**config.mk**
```make
export PLATFORM = sky130hd
export DESIGN_NAME = queue_n
export DESIGN_NICKNAME = d
export VERILOG_FILES = /design/src/rtl/queue_pkg.sv /design/src/rtl/queue_n.sv
export SDC_FILE = /design/constraint.sdc
export NUM_CORES = 1
export LEC_CHECK = 0
export BUFFER_PORTS_ARGS = -buffer_cell sky130_fd_sc_hd__buf_2
export CAP_MARGIN = 10
export CORE_MARGIN = 4
export CORE_UTILIZATION = 40
export CTS_CLUSTER_DIAMETER = 100
export DETAILED_ROUTE_END_ITERATION = 10
export PLACE_DENSITY = 0.56
export SKIP_LAST_GASP = 1
export SLEW_MARGIN = 20
export SYNTH_ARGS = -nofsm -noshare
export SYNTH_HDL_FRONTEND = slang
export SYNTH_SLANG_ARGS = --single-unit
```
**constraint.sdc**
```tcl
create_clock -name i_clk -period 4 [get_ports i_clk]
set_input_delay 0.2 -clock i_clk [delete_from_list [all_inputs] [get_ports i_clk]]
set_output_delay 0.2 -clock i_clk [all_outputs]
set_load 0.01 [all_outputs]
```
**src/rtl/queue_pkg.sv**
```systemverilog
// Shared definitions for the two-wide-pop queue: pop request encodings and
// a helper that maps a pop request to the number of entries it consumes.
package queue_pkg;

  typedef enum logic [1:0] {
    POP_NONE = 2'd0,
    POP_ONE  = 2'd1,
    POP_TWO  = 2'd2,
    POP_RSVD = 2'd3
  } pop_e;

  // Entries a pop request wants to remove; the reserved code asks for none.
  function automatic logic [1:0] pop_need(input pop_e kind);
    case (kind)
      POP_ONE: pop_need = 2'd1;
      POP_TWO: pop_need = 2'd2;
      default: pop_need = 2'd0;
    endcase
  endfunction

endpackage

```
**src/rtl/queue_n.sv**
```systemverilog
// Circular-buffer queue with single-word push and one- or two-word pop.
// The oldest two entries are always presented on o_rd_data0/o_rd_data1.
module queue_n
  import queue_pkg::*;
#(
  parameter int WIDTH = 32,
  parameter int DEPTH = 8,
  parameter int AFULL = DEPTH - 2
) (
  input  logic                       i_clk,
  input  logic                       i_rst,
  input  logic                       i_wr,
  input  logic [WIDTH-1:0]           i_wr_data,
  input  logic [1:0]                 i_rd,
  output logic [WIDTH-1:0]           o_rd_data0,
  output logic [WIDTH-1:0]           o_rd_data1,
  output logic [1:0]                 o_vld,
  output logic [$clog2(DEPTH+1)-1:0] o_count,
  output logic                       o_full,
  output logic                       o_empty,
  output logic                       o_afull,
  output logic                       o_wr_err,
  output logic                       o_rd_err
);

  localparam int PTR_W = $clog2(DEPTH);
  localparam int CNT_W = $clog2(DEPTH + 1);
  localparam logic [CNT_W-1:0] DEPTH_C = CNT_W'(DEPTH);
  localparam logic [CNT_W-1:0] AFULL_C = CNT_W'(AFULL);

  logic [WIDTH-1:0] mem_q [DEPTH];
  logic [WIDTH-1:0] mem_d [DEPTH];
  logic [PTR_W-1:0] rd_ptr_q, rd_ptr_d;
  logic [PTR_W-1:0] wr_ptr_q, wr_ptr_d;
  logic [CNT_W-1:0] count_q, count_d;
  logic             wr_err_q, wr_err_d;
  logic             rd_err_q, rd_err_d;

  pop_e             pop_kind;
  logic [1:0]       want_n;
  logic [1:0]       pop_n;
  logic             wr_ok;
  logic [PTR_W-1:0] rd_ptr_p1;

  // Handshake: i_wr and i_rd are requests sampled on every rising edge.
  // Acceptance is decided solely from the pre-edge registered count: a write
  // needs a free slot before the edge (no write-through on full, even with a
  // same-edge pop), a pop of n needs n stored entries. A rejected request has
  // no effect on contents and is flagged by a one-cycle o_wr_err/o_rd_err
  // pulse in the following cycle.
  always_comb begin
    pop_kind = pop_e'(i_rd);
    want_n   = pop_need(pop_kind);
    wr_ok    = i_wr && (count_q != DEPTH_C);
    wr_err_d = i_wr && (count_q == DEPTH_C);
    pop_n    = 2'd0;
    rd_err_d = 1'b0;
    if (pop_kind == POP_RSVD) begin
      rd_err_d = 1'b1;
    end else if (want_n != 2'd0) begin
      if (count_q >= CNT_W'(want_n)) begin
        pop_n = want_n;
      end else begin
        rd_err_d = 1'b1;
      end
    end
  end

  // Count never wraps: a write needs a free slot, a pop needs enough entries.
  always_comb begin
    rd_ptr_d = rd_ptr_q + PTR_W'(pop_n);
    wr_ptr_d = wr_ptr_q + PTR_W'(wr_ok);
    count_d  = count_q + CNT_W'(wr_ok) - CNT_W'(pop_n);
  end

  always_comb begin
    for (int i = 0; i < DEPTH; i++) begin
      mem_d[i] = mem_q[i];
    end
    if (wr_ok && !i_rst) begin
      mem_d[wr_ptr_q] = i_wr_data;
    end
  end

  always_ff @(posedge i_clk) begin
    if (i_rst) begin
      rd_ptr_q <= '0;
      wr_ptr_q <= '0;
      count_q  <= '0;
      wr_err_q <= 1'b0;
      rd_err_q <= 1'b0;
    end else begin
      rd_ptr_q <= rd_ptr_d;
      wr_ptr_q <= wr_ptr_d;
      count_q  <= count_d;
      wr_err_q <= wr_err_d;
      rd_err_q <= rd_err_d;
    end
  end

  // Storage is deliberately not cleared by reset; count gates visibility.
  always_ff @(posedge i_clk) begin
    for (int i = 0; i < DEPTH; i++) begin
      mem_q[i] <= mem_d[i];
    end
  end

  assign rd_ptr_p1 = rd_ptr_q + PTR_W'(1);

  always_comb begin
    o_vld[0]   = (count_q >= CNT_W'(1));
    o_vld[1]   = (count_q >= CNT_W'(2));
    o_count    = count_q;
    o_full     = (count_q == DEPTH_C);
    o_empty    = (count_q == '0);
    o_afull    = (count_q >= AFULL_C);
    o_wr_err   = wr_err_q;
    o_rd_err   = rd_err_q;
    o_rd_data0 = o_vld[0] ? mem_q[rd_ptr_q]  : '0;
    o_rd_data1 = o_vld[1] ? mem_q[rd_ptr_p1] : '0;
  end

endmodule

```
Word level (Yosys, flattened, before mapping)
Memory sizes are Yosys's and may differ from the RTL's. A register that Yosys moved wholly into a read port is not among the register bits.
Index checks and enable logic that the tools add are counted.
W data, S select, Z words.
{"block": "totals", "output_inout_bits": 75, "input_bits": 37, "mem_count": 1, "ff_bits": 12, "elab_cells": 44, "ramBits": 256}
{"block": "op_classes", "n_mux": 14, "addsub": 5, "order_cmp": 6, "eq_ne": 5, "n_bitwise": 1, "reduce_logical": 7}
{"memory": "mem_q", "depth": 8, "width": 32, "read_ports": 10, "rd_ports_with_merged_regs": 1, "write_ports": 8, "line": "queue_n.sv:31", "source": "logic [WIDTH-1:0] mem_q [DEPTH];"}
{"op": "$bwmux W256", "count": 1}
{"op": "$mux W256", "count": 1}
{"op": "$demux W32 S3", "count": 1}
{"op": "$mux W32", "count": 3}
{"op": "$mux W2", "count": 3}
{"op": "$add A4 B1 Y4", "count": 1}
{"op": "$eq A2 B2 Y1 const B", "count": 2}
{"op": "$eq A4 B4 Y1 const B", "count": 1}
{"op": "$ge A4 B1 Y1 const B", "count": 1}
{"op": "$ge A4 B2 Y1", "count": 1}
{"op": "$ge A4 B2 Y1 const B", "count": 1}
{"op": "$ge A4 B3 Y1 const B", "count": 1}
{"op": "$ge A4 B4 Y1 const B", "count": 1}
{"op": "$logic_and A1 B1 Y1", "count": 4}
{"op": "$logic_not A4 Y1", "count": 1}
{"op": "$lt A4 B1 Y1 const B", "count": 1}
{"op": "$ne A4 B4 Y1 const B", "count": 1}
{"op": "$not A3 Y4", "count": 1}
{"op": "$pmux W2 S2", "count": 1}
{"op": "$sub A4 B2 Y4", "count": 1}
{"op": "$add A3 B1 Y3", "count": 1}
{"op": "$add A3 B1 Y3 const B", "count": 1}
{"op": "$add A3 B2 Y3", "count": 1}
{"op": "$mux W1", "count": 3}
{"op": "other kinds (4)", "count": 4}

Logic depth before layout (Yosys ltp)
{"block": "logic_depth", "depth_word": 8, "ltp_mapped": 14, "ltp_nobuf": 14}

Worst setup path before layout
Ideal clock, no wire load.
{"block": "synth_path", "path_kind": "reg-to-reg", "start": "reg, netlist name o_count[2]", "end": "mem mem_q[1][0] (enable)", "stages_incl_launch_ff": 7, "period_less_slack_ns": 3.975, "setup_slack_ns": 0.025, "setup_ns": 0.461, "required_time_ns": 3.539, "t_arrival_ns": 3.514, "path_cell_list": "dfxtp_1 -> inv_1 -> ha_1 -> nand3_1 -> inv_2 -> or3b_1 -> nor3_1"}
{"item": "end, declared", "line": "queue_n.sv:31"}

Final worst setup path
{"block": "layout_path", "start": "reg count_q[2], in the netlist o_count[2]", "end": "out o_rd_data0[11]"}
{"block": "layout_between", "elab_chain_len": 2}
{"item": "start, declared", "line": "queue_n.sv:35", "source": "logic [CNT_W-1:0] count_q, count_d;"}
{"item": "start signal, assigned", "line": "queue_n.sv:95", "source": "count_q <= count_d;"}
{"item": "$ge A4 B1 Y1", "line": "queue_n.sv:111", "source": "o_vld[0] = (count_q >= CNT_W'(1));"}
{"item": "$mux W32", "line": "queue_n.sv:119", "source": "o_rd_data0 = o_vld[0] ? mem_q[rd_ptr_q] : '0;"}
{"item": "end, declared", "line": "queue_n.sv:15", "source": "output logic [WIDTH-1:0] o_rd_data0,"}
Every way passes these cells.

==> impl_metrics.env <==
export IMPL_cts_tree="built"
export IMPL_swShare_pct=29.8
export IMPL_critPathArrivalTime_ns=3.01
export IMPL_cap_violations=0
export IMPL_max_stage_delay_ns=0.76
export IMPL_ys_seq_area_share_pct=64.1
export IMPL_min_delay_start="i_rd[1]"
export IMPL_r2r_slack_ns=1.17
export IMPL_synth_top_area_share_pct=62.2
export IMPL_hold_violations=0
export IMPL_cp_top_family="compound AO/OA/AOI/OAI gates"
export IMPL_drc=0
export IMPL_first_pass_iters=5
export IMPL_worstPathRequired_ns=3.80
export IMPL_layout_commonest_cell="edfxtp_1"
export IMPL_portBuffers=111
export IMPL_fp_dieH_um=184
export IMPL_grt_usage_pct=17.2
export IMPL_numCtsBuffers=29
export IMPL_critPathKind="flip-flop to primary output"
export IMPL_postCtsHoldBufs=34
export IMPL_outcome="completed"
export IMPL_slew_headroom_pct=39.7
export IMPL_cellPowerDensity_mw_per_mm2=548
export IMPL_min_period_ns=3.21
export IMPL_synth_warnings=0
export IMPL_synthCells=594
export IMPL_p_int_w=0.00563
export IMPL_antenna_cells=0
export IMPL_hold_path_class="primary input to flip-flop"
export IMPL_grt_pass1_wl_um=44700
export IMPL_cts_root_buf="clkbuf_16"
export IMPL_crit_path_max_fanout=19
export IMPL_postCtsSetupRepairBufs=0
export IMPL_seqPwrFrac_pct=40.5
export IMPL_fin_util_pct=47.9
export IMPL_crit_slowest_cell="a21boi_4"
export IMPL_dpl_hpwl_um=17900
export IMPL_cts_path_max_buffers=3
export IMPL_cts_sinks=268
export IMPL_rsz0062_at_grt="false"
export IMPL_die_area_mm2=0.0338
export IMPL_pwr_share_comb_pct=29.2
export IMPL_grt_start_max_net_pins=71
export IMPL_critPathLaunchType="flip-flop"
export IMPL_setup_viol=0
export IMPL_reg2reg_depth=10
export IMPL_wire_per_inst_um=25.1
export IMPL_via_count=6744
export IMPL_die_x_um=184
export IMPL_yosys_top_cells_area="edfxtp_1 (62%), mux4_2 (21%), a22o_1 (4.5%)"
export IMPL_drt_wl_total_um=29200
export IMPL_ys_types=33
export IMPL_clkPwrFrac_pct=30.3
export IMPL_tns_ns=0
export IMPL_endpoint="o_rd_data0[11]"
export IMPL_skew_ns=0.0121
export IMPL_routabilityCongestion=0.756
export IMPL_regToRegEndpoint="o_count[3]$_SDFF_PP0_"
export IMPL_drive_gt1_share_pct=39.4
export IMPL_layout_common_cells="edfxtp_1 (256), mux4_2 (116), buf_2 (111)"
export IMPL_grt_pass1_vias=7373
export IMPL_p_leak_nw=4.90
export IMPL_synth_area_mm2=0.0124
export IMPL_synth_area_leader_cell="edfxtp_1"
export IMPL_synth_nets=651
export IMPL_drt_iter0_markers=470
export IMPL_p_sw_w=0.00239
export IMPL_fin_nets=805
export IMPL_end_kind="primary output"
export IMPL_area_growth_syn_to_layout_pct=18.2
export IMPL_yosys_register_bits=268
export IMPL_antenna_found_initial=1
export IMPL_critPathBufInv=3
export IMPL_num_rows=64
export IMPL_grt_overflow=0
export IMPL_syn_avg_cell_area_um2=20.8
export IMPL_post_cts_resized=0
export IMPL_hold_ws_ns=0.135
export IMPL_maxSlewViolCount=0
export IMPL_clock_latency_ns=0.54
export IMPL_peakVddDrop_uv=312
export IMPL_core_area_mm2=0.0305
export IMPL_drtAntennaViolNets=0
export IMPL_viasPerCell=5.79
export IMPL_startpoint="o_count[2]$_SDFF_PP0_"
export IMPL_crit_chain="inv_1 -> ha_1 -> o21ai_1 -> a21boi_4 -> buf_4 -> a22o_1 -> buf_2"
export IMPL_fmax_mhz=312
export IMPL_clk_pin_slew_worst_paths_ns=0.06
export IMPL_ioPinCount=112
export IMPL_initial_core_util_pct=40.5
export IMPL_crit_cells=7
export IMPL_htree_levels=1
export IMPL_post_route_period_util_pct=80.2
export IMPL_worst_pin_slew_ns=0.902
export IMPL_r2r_start="o_count[2]$_SDFF_PP0_"
[worst min path at each step]
stage / endpoint / cells past startpoint
after floorplan: mem_q[0][0]$_DFFE_PP_ / 0
after global placement: mem_q[6][21]$_DFFE_PP_ / 1
after detailed placement: mem_q[7][20]$_DFFE_PP_ / 1
after CTS: o_rd_err$_SDFF_PP0_ / 4
after global routing: o_rd_err$_SDFF_PP0_ / 4
final: o_rd_err$_SDFF_PP0_ / 4
[metrics by stage]
step / cell area (um^2) / worst slack, ns / std cells / power, W
2_1_floorplan: 12400 / 0.0251 / 594 / 0.00476
3_3_place_gp: 13400 / 1.26 / 1077 / 0.00559
3_5_place_dp: 13400 / 1.21 / 1079 / 0.00566
4_1_cts: 14600 / 0.703 / 1165 / 0.00812
5_1_grt: 14600 / 0.559 / 1165 / 0.00839
6_report: 14600 / 0.790 / 1165 / 0.00802
[power by group through the flow]
stage	logic [W]	registers [W]	clock network (W)
floorplan	0.00146	0.00330	0
global placement	0.00229	0.00330	0
detailed placement	0.00235	0.00331	0
CTS	0.00239	0.00325	0.00249
global route	0.00252	0.00326	0.00261
finish	0.00234	0.00325	0.00243
[per-layer routing]
layer | global-route usage, % | share of wire (%) | vias up
li1 | - | - | 2889
met1 | 24.1 | 43 | 3631
met2 | 29.4 | 50 | 186
met3 | 2.37 | 4.5 | 36
met4 | 3.52 | 1.7 | 2
met5 | 0 | 0.024 | -
[final cells by class]
class | count | area [um^2]
repair buffers | 165 | 1100
clock inverters | 21 | 125
fillers | 2526 | 15900
well taps | 396 | 495
clock buffers | 31 | 733
flip-flops and latches | 268 | 7940
multi-input cells | 266 | 4160
inverters | 18 | 67.6
[registers in the layout, summed over array words and instances (netlist names)]
| name | count |
|---|---|
| rd_ptr_q | 3 |
| o_count | 4 |
| o_wr_err | 1 |
| o_rd_err | 1 |
| wr_ptr_q | 3 |
| mem_q | 256 |
[tightest hold or removal path: stages]
cell and delay (ns):
buf_2 0.12, ha_1 0.19, inv_1 0.05, a21oi_1 0.06
[synth_stat cells, drive strengths merged]
| master | instances |
|---|---|
| a21boi | 3 |
| a21o | 1 |
| a21oi | 4 |
| a22o | 64 |
| and3 | 2 |
| buf | 33 |
| clkbuf | 9 |
| dfxtp | 12 |
| edfxtp | 256 |
| fa | 2 |
| ha | 18 |
| inv | 18 |
| mux2 | 1 |
| mux4 | 128 |
| nand2 | 3 |
| nand2b | 3 |
| nand3 | 2 |
| nor2 | 15 |
| nor2b | 8 |
| nor3 | 2 |
| o211ai | 1 |
| o21ai | 3 |
| or3 | 1 |
| or3b | 1 |
| xnor2 | 1 |
| xor2 | 3 |
[logic make-up (layout without fill, tap and decap cells)]
family,after synthesis,count (layout),synth area share (%)
AND/OR/NAND/NOR,37,37,1.49
multiplexers,129,129,23.8
buffers and inverters,60,235,3.10
flip-flops,268,268,64.1
AO/OA/AOI/OAI,76,76,5.12
adder cells (fa/ha/maj),20,20,2.14
XOR/XNOR,4,4,0.283
Power figures use the tool's default switching activity.
